## config.mk

```make
export PLATFORM = sky130hd
export DESIGN_NAME = axis2lbus_seg_pipe
export DESIGN_NICKNAME = d
export VERILOG_FILES = /design/src/rtl/axis2lbus_seg_pipe.sv
export SDC_FILE = /design/constraint.sdc
export NUM_CORES = 2
export LEC_CHECK = 0
export ABC_CLOCK_PERIOD_IN_PS = 11200
export BUFFER_PORTS_ARGS = -buffer_cell sky130_fd_sc_hd__buf_2
export CAP_MARGIN = 25
export CORE_AREA = 2 2 441 443
export CTS_CLUSTER_DIAMETER = 150
export DETAILED_ROUTE_END_ITERATION = 8
export DIE_AREA = 0 0 443 445
export GPL_ROUTABILITY_DRIVEN = 0
export PLACE_DENSITY = 0.54
export SYNTH_ARGS = -nofsm -noshare
export SYNTH_HDL_FRONTEND = slang
export SYNTH_SLANG_ARGS = --single-unit
```

## constraint.sdc

```tcl
create_clock -name clk -period 11.2 [get_ports clk]
set_input_delay 1.12 -clock clk [delete_from_list [all_inputs] [get_ports clk]]
set_output_delay 1.12 -clock clk [all_outputs]
set_load 0.02 [all_outputs]
```

## src/rtl/axis2lbus_seg_pipe.sv

```systemverilog
// AXI-Stream to multi-segment LBUS converter: per-segment keep decode, packet framing,
// and a registered 2-entry skid buffer in front of the LBUS output.
module axis2lbus_seg_pipe #(
   parameter int unsigned SEGS      = 4,
   parameter int unsigned SEG_BYTES = 16
) (
   input  logic                                clk,
   input  logic                                rst,
   input  logic [SEGS*SEG_BYTES*8-1:0]         s_axis_tdata,
   input  logic [SEGS*SEG_BYTES-1:0]           s_axis_tkeep,
   input  logic                                s_axis_tlast,
   input  logic                                s_axis_tvalid,
   output logic                                s_axis_tready,
   output logic [SEGS*SEG_BYTES*8-1:0]         lbus_data,
   output logic [SEGS-1:0]                     lbus_ena,
   output logic [SEGS-1:0]                     lbus_sop,
   output logic [SEGS-1:0]                     lbus_eop,
   output logic [SEGS*$clog2(SEG_BYTES)-1:0]   lbus_mty,
   output logic [SEGS-1:0]                     lbus_err,
   output logic                                lbus_valid,
   input  logic                                lbus_rdy
);

   localparam int unsigned MTY_W  = $clog2(SEG_BYTES);
   localparam int unsigned DATA_W = SEGS*SEG_BYTES*8;

   typedef struct packed {
      logic [DATA_W-1:0]     data;
      logic [SEGS-1:0]       ena;
      logic [SEGS-1:0]       sop;
      logic [SEGS-1:0]       eop;
      logic [SEGS-1:0]       err;
      logic [SEGS*MTY_W-1:0] mty;
   } word_t;

   typedef enum logic {IDLE, IN_PKT} state_t;

   state_t state_q, state_d;
   word_t  head_q, head_d;
   word_t  tail_q, tail_d;
   logic   valid_q, valid_d;
   logic   tail_vld_q, tail_vld_d;
   logic   tready_q, tready_d;
   word_t  beat_w;
   logic   accept, push, pop;

   assign accept = s_axis_tvalid & tready_q;
   // Non-tlast beats with no kept bytes are consumed without producing a word.
   assign push   = accept & (s_axis_tlast | (|s_axis_tkeep));
   assign pop    = valid_q & lbus_rdy;

   // Per-segment keep decode and packet framing of the incoming beat.
   always_comb begin : decode
      logic [SEG_BYTES-1:0] seg_keep;
      logic [SEG_BYTES-1:0] seg_inv;
      logic                 legal;
      int unsigned          zeros;
      int                   hi;
      beat_w   = '0;
      seg_keep = '0;
      seg_inv  = '0;
      legal    = 1'b0;
      zeros    = 0;
      hi       = 0;
      beat_w.data = s_axis_tdata;
      for (int i = 0; i < int'(SEGS); i++) begin
         seg_keep = s_axis_tkeep[i*SEG_BYTES +: SEG_BYTES];
         seg_inv  = ~seg_keep;
         // MSB-contiguous keep means the inverted keep is a run of ones from bit 0.
         legal = (|seg_keep) && ((seg_inv & (seg_inv + SEG_BYTES'(1))) == '0);
         zeros = 0;
         for (int j = 0; j < int'(SEG_BYTES); j++) begin
            if (seg_inv[j]) zeros++;
         end
         beat_w.ena[i] = |seg_keep;
         beat_w.err[i] = (|seg_keep) & ~legal;
         beat_w.mty[i*MTY_W +: MTY_W] = legal ? MTY_W'(zeros) : '0;
         if (!s_axis_tlast && !(&seg_keep)) begin
            beat_w.ena[i] = 1'b1;
            beat_w.err[i] = 1'b1;
            beat_w.mty[i*MTY_W +: MTY_W] = '0;
         end
         if (beat_w.ena[i]) hi = i;
      end
      if (s_axis_tlast) begin
         for (int i = 0; i < int'(SEGS); i++) begin
            beat_w.eop[i] = (i == hi);
         end
         if (s_axis_tkeep == '0) begin
            beat_w.ena[0] = 1'b1;
            beat_w.err[0] = 1'b1;
         end
      end
      beat_w.sop[0] = (state_q == IDLE);
   end

   // Packet framing state, advanced only by emitted beats.
   always_comb begin
      state_d = state_q;
      if (push) begin
         state_d = s_axis_tlast ? IDLE : IN_PKT;
      end
   end

   // Skid buffer: head drives the outputs, tail catches the beat accepted while stalled.
   always_comb begin
      head_d     = head_q;
      tail_d     = tail_q;
      valid_d    = valid_q;
      tail_vld_d = tail_vld_q;
      if (tail_vld_q) begin
         if (pop) begin
            head_d     = tail_q;
            tail_vld_d = 1'b0;
         end
      end else if (valid_q) begin
         if (pop && push) begin
            head_d = beat_w;
         end else if (pop) begin
            valid_d = 1'b0;
         end else if (push) begin
            tail_d     = beat_w;
            tail_vld_d = 1'b1;
         end
      end else if (push) begin
         head_d  = beat_w;
         valid_d = 1'b1;
      end
      tready_d = ~(valid_d & tail_vld_d);
   end

   always_ff @(posedge clk) begin
      if (rst) begin
         state_q    <= IDLE;
         head_q     <= '0;
         tail_q     <= '0;
         valid_q    <= 1'b0;
         tail_vld_q <= 1'b0;
         tready_q   <= 1'b0;
      end else begin
         state_q    <= state_d;
         head_q     <= head_d;
         tail_q     <= tail_d;
         valid_q    <= valid_d;
         tail_vld_q <= tail_vld_d;
         tready_q   <= tready_d;
      end
   end

   assign s_axis_tready = tready_q;
   assign lbus_data     = head_q.data;
   assign lbus_ena      = head_q.ena;
   assign lbus_sop      = head_q.sop;
   assign lbus_eop      = head_q.eop;
   assign lbus_mty      = head_q.mty;
   assign lbus_err      = head_q.err;
   assign lbus_valid    = valid_q;

endmodule

```

After elaboration in Yosys (flattened, before gate mapping)
Cells that the tools add are included.

word-level totals
  flip-flop bits (word level) = 1089
  word-level logic and storage cells = 246
  input port bits = 581
  output and inout port bits = 546

operators by class
  $add $sub $neg = 64
  reduce and logical (&&, ||, !) cells = 32
  bitwise gates (word level) = 26
  equality and inequality tests = 5
  muxes and demuxes = 103

operator list
  kind                                                    count
  two-way mux 544 bit                                     5
  two-way mux 4 bit                                       69
  adder 4 x 1 -> 4 bit (second input constant)            56
  adder 16 x 1 -> 16 bit (second input constant)          4
  bitwise AND 16 bit                                      4
  == test 3 x 32 -> 1 bit (first input constant)          2
  zero test 16 bit                                        4
  zero test 64 bit                                        1
  two-way mux 32 bit                                      2
  NOT 16 bit                                              4
  AND reduction 16 bit                                    4
  OR reduction 16 bit                                     4
  OR reduction 64 bit                                     1
  == test 2 x 32 -> 1 bit (first input constant)          1
  zero test 32 bit                                        1
  two-way mux 1 bit                                       27
  logical AND 1 bit                                       9
  NOT 1 bit                                               9
  adder 1 x 1 -> 2 bit (second input constant)            4
  bitwise AND 1 bit                                       8
  zero test 1 bit                                         5
  AND reduction 5 bit                                     1
  inequality test 3 x 1 -> 1 bit (second input constant)  1
  AND reduction 3 bit                                     1
  other kinds (3)                                         3

Logic depth before layout (Yosys ltp)
  depth in word-level cells = 37
  mapped depth = 46
  depth with buffers taken out = 46

Worst setup path after synthesis
No wires, ideal clock.

  kind = input to register
  from = input port s_axis_tkeep[33]
  to = register head_q, in the netlist lbus_mty[10]
  setup slack = 2.133 ns
  stages = 39
  arrival time = 9.002 ns
  buffers on the path = 1
  data required time = 11.135 ns
  path through = inv_1 > ha_1 > clkbuf_1 > xor2_1 > inv_1 > ha_1 > xnor2_1 > a222oi_1 > ha_1 > or2_2 > a21oi_1 > nor4_1 > o32ai_1 > a31oi_1 > ha_1 > a21o_1 > a2111oi_0 > nor4_1 > [... 3 more ...] > xnor2_1 > a22oi_1 > o21a_1 > ha_1 > xnor2_1 > nor3b_1 > a31oi_1 > o21ai_0 > ha_1 > nand2b_1 > nand2_1 > ha_1 > nor2b_1 > xnor2_1 > xnor2_1 > o311ai_0 > o21ai_0 > nor2_1

between the ends
  cells in the longest elaborated chain, start to end = 35
  elaborated cells between the ends (all ways) = 51

ends and longest elaborated chain
  item                                           line      RTL
  from (decl)                                    10        input logic [SEGS*SEG_BYTES-1:0] s_axis_tkeep,
  NOT 16 bit                                     68        seg_inv = ~seg_keep;
  two-way mux 4 bit                              73        if (seg_inv[j]) zeros++;
  adder 4 x 1 -> 4 bit                           73
  two-way mux 4 bit                              73
  adder 4 x 1 -> 4 bit                           73
  two-way mux 4 bit                              73
  adder 4 x 1 -> 4 bit                           73
  two-way mux 4 bit                              73
  [... 19 more ...]                              -
  two-way mux 4 bit                              73
  adder 4 x 1 -> 4 bit                           73
  two-way mux 4 bit                              73
  two-way mux 4 bit                              77        beat_w.mty[i*MTY_W +: MTY_W] = legal ? MTY_W'(zeros) : '0;
  two-way mux 4 bit                              78        if (!s_axis_tlast && !(&seg_keep)) begin
  two-way mux 544 bit, on equally long branches  125, 117
  two-way mux 544 bit                            116       end else if (valid_q) begin
  two-way mux 544 bit                            111       if (tail_vld_q) begin
  to (signal assigned)                           135       head_q <= '0;
  to (signal assigned)                           142       head_q <= head_d;
  to (decl)                                      39        word_t head_q, head_d;

Several ways; a longest one is shown, not always the timed one. The select of a mux whose other input is x is not followed.
A chain may end at the register's enable or synchronous reset.

Final worst setup path
Ends and elaborated chain as after synthesis.

==> impl_metrics.csv <==
group,metric,value,unit
job,max_cap_viol_count,0,
synth,synth_seq_cells,1086,
finish,drive_gt1_frac,0.206,
placed_design,dp.cells,9130,
pwr,power_density,181,nW/um^2
synth,synth-edff-count,0,
finish,final_common_cell,"nand2_1",
critical_path,worstSetupPathType,"input pin to flip-flop",
global_route,antenna_found_initial,90,
finish,seqCellArea,21700,sq um
synth,synthArstFlopShare,0,
critical_path,crit_arrival,10340,ps
timing,drv_slew,0,
global_route,grt_max_degree,239,
clock_network,post_cts_buffers,0,
clock_network,numClockSinks,1086,
finish,fillCellCount,20300,
placed_design,io_buffers,1123,
finish,final_cell_count_no_fill,9405,
finish,final_cell_mix,"nand2_1, buf_2, dfxtp_1",
critical_path,critPathMaxStageDelay,790,ps
finish,fin_util,0.320,
synth,synthesis.area,49400,sq um
worst_hold_path,hold_depth,2,
route,wl_per_cell,19.5,microns
timing,grt_setup_unrepaired,"no",
timing,setup_viol,0,
critical_path,cp_max_fo,7,
pwr,leakagePower,22.8,nW
clock_network,ctsHoldBuffers,0,
floorplanning,core,192000,sq um
finish,synthToLayoutAreaGrowth,24.1,%
pwr,ir_drop,0.121,mV
timing,worst_pin_slew,1280,ps
finish,nets,7386,
floorplanning,ios,1127,
placed_design,placed_cell_area,56800,sq um
critical_path,cp-end-kind,"flip-flop",
floorplanning,rows,161,
critical_path,reg2reg_depth,6,
synth,synthCells,5940,
route,via_count,45500,
route,viasPerCell,4.83,
route,drtPass1Iterations,6,
floorplanning,start_util,0.258,
floorplanning,die_h,445,microns
global_route,grt_pass1_vias,41700,
placed_design,place_hpwl,131,mm
synth,syn_area_per_cell,8.32,sq um
route,routed_wl,183,mm
clock_network,cts_tree,"yes",
synth,synthTopCellsByArea,"dfxtp_1, mux2i_1, nand2_1, a211oi_1, a21oi_1",
timing,period_share,0.860,
critical_path,critPathSlowestCell,"a2111oi_0",
critical_path,cp_common_cell,"ha_1",
floorplanning,die_area,197000,sq um
critical_path,cpLargestDelayFamily,"compound AO/OA/AOI/OAI gates",
route,route.detailed.drc,0,
global_route,grt_pass1_wl,271,mm
clock_network,clock_latency,800,ps
finish,multi_input_area,25600,sq um
clock_network,clkTransAtPathRegs,60,ps
synth,yosys_warnings,0,
critical_path,crit_buf_inv,3,
timing,fmaxAchievable,0.104,GHz
synth,synth_cell_type_count,87,
global_route,track_usage,0.177,
global_route,grt-ovfl-total,0,
timing,fin_skew,33.5,ps
synth,yosysTopAreaCellShare,0.440,
critical_path,cp.required,11910,ps
run_status,outcome,"finished clean",
timing,slew-limit-headroom,0.146,
synth,ys.flop_type,"dfxtp_1",
synth,ys_seq_area_frac,0.440,
synth,yosysTopAreaCell,"dfxtp_1",
timing,fin_crit,9630,ps
timing,hold_violations,0,
clock_network,cts_buffers,130,
timing,fin_tns_setup,0,ps
clock_network,cts_htree_levels,4,
critical_path,cp.depth,39,
finish,design_area,61300,sq um
worst_hold_path,worstHoldPathType,"flip-flop to flip-flop",
clock_network,cts_root_buffer,"clkbuf_16",
clock_network,clock_path_buffers,3,
route,drt_iter0_markers,3511,
route,ant_nets,0,
clock_network,cts_resized,0,
critical_path,crit_path_start_kind,"input pin",
floorplanning,chipWidth,443,microns
## sequential cells by signal, indices dropped and copies added, names as in the netlist
register / cells
tail_q: 541
lbus_data: 512
s_axis_tready: 1
state_q: 1
lbus_err: 4
lbus_ena: 4
lbus_sop: 1
lbus_eop: 4
tail_vld_q: 1
lbus_valid: 1
lbus_mty: 16
## layout make-up
| cell class | instances | area share |
|---|---|---|
| antenna | 41 | 0.00167 |
| inverter | 76 | 0.00465 |
| tap | 2526 | 0.0515 |
| multi-input combinational | 4284 | 0.417 |
| clock inverter | 52 | 0.0119 |
| clock buffer | 181 | 0.0601 |
| sequential | 1086 | 0.354 |
| timing repair buffer | 1159 | 0.0990 |
## final timing paths
kind / startpoint / endpoint / slack, ps
worst max register to register: tail_vld_q$_SDFF_PP0_ / lbus_data[35]$_SDFFE_PP0P_ / 6140
worst max-delay path: s_axis_tkeep[33] / lbus_mty[10]$_SDFFE_PP0P_ / 1570
worst min register to register: lbus_ena[1]$_SDFFE_PP0P_ / lbus_ena[1]$_SDFFE_PP0P_ / 450
worst min-delay path: lbus_ena[1]$_SDFFE_PP0P_ / lbus_ena[1]$_SDFFE_PP0P_ / 450
## cell families after synthesis
family / Yosys count / synth area share
fa+ha+maj: 69 / 0.0174
flops: 1086 / 0.440
other cells: 1 / 0.0000759
buf+inv: 572 / 0.0437
mux: 540 / 0.110
compound gates: 1374 / 0.177
xor+xnor: 196 / 0.0382
simple gates: 2102 / 0.174
## through the flow
step	power (mW)	worst slack, ps	hold WS [ps]
after floorplan	6.12	2130	431
after global placement	6.79	979	437
after detailed placement	6.84	875	445
after CTS	11.2	1670	453
after global routing	11.7	804	466
final	11.1	1570	450
## synthesized netlist by cell type (all sizes together) (10+ instances only)
library cell,count
xnor2,155
nand3b,11
nand2b,30
a211oi,548
nand3,37
nor2b,57
nand4,22
dfxtp,1086
a31oi,27
nor2,644
or3,17
inv,75
xor2,34
mux2i,533
and3,13
o21ai,56
nor3,52
or2,10
nand2,1154
a21oi,605
o211ai,10
buf,14
clkbuf,482
nor4,22
ha,68
## metal layers
layer,share of wire,vias up,global-route usage
li1,-,22200,-
met1,0.42,21400,0.222
met2,0.47,1387,0.286
met3,0.070,389,0.0508
met4,0.037,52,0.0688
met5,0.0019,-,0
## worst register-to-register path, cell delays in order, from the launching register on
cell      delay [ps]
dfxtp_4          910
buf_4            570
buf_4            730
buf_4            840
buf_4            880
mux2i_1          810
a211oi_1         170
## power by group
group / switching [mW] / internal [mW]
Clock: 1.83 / 2.50
Sequential: 0.0901 / 4.03
Combinational: 1.59 / 1.06
Power figures use the tool's default switching activity.
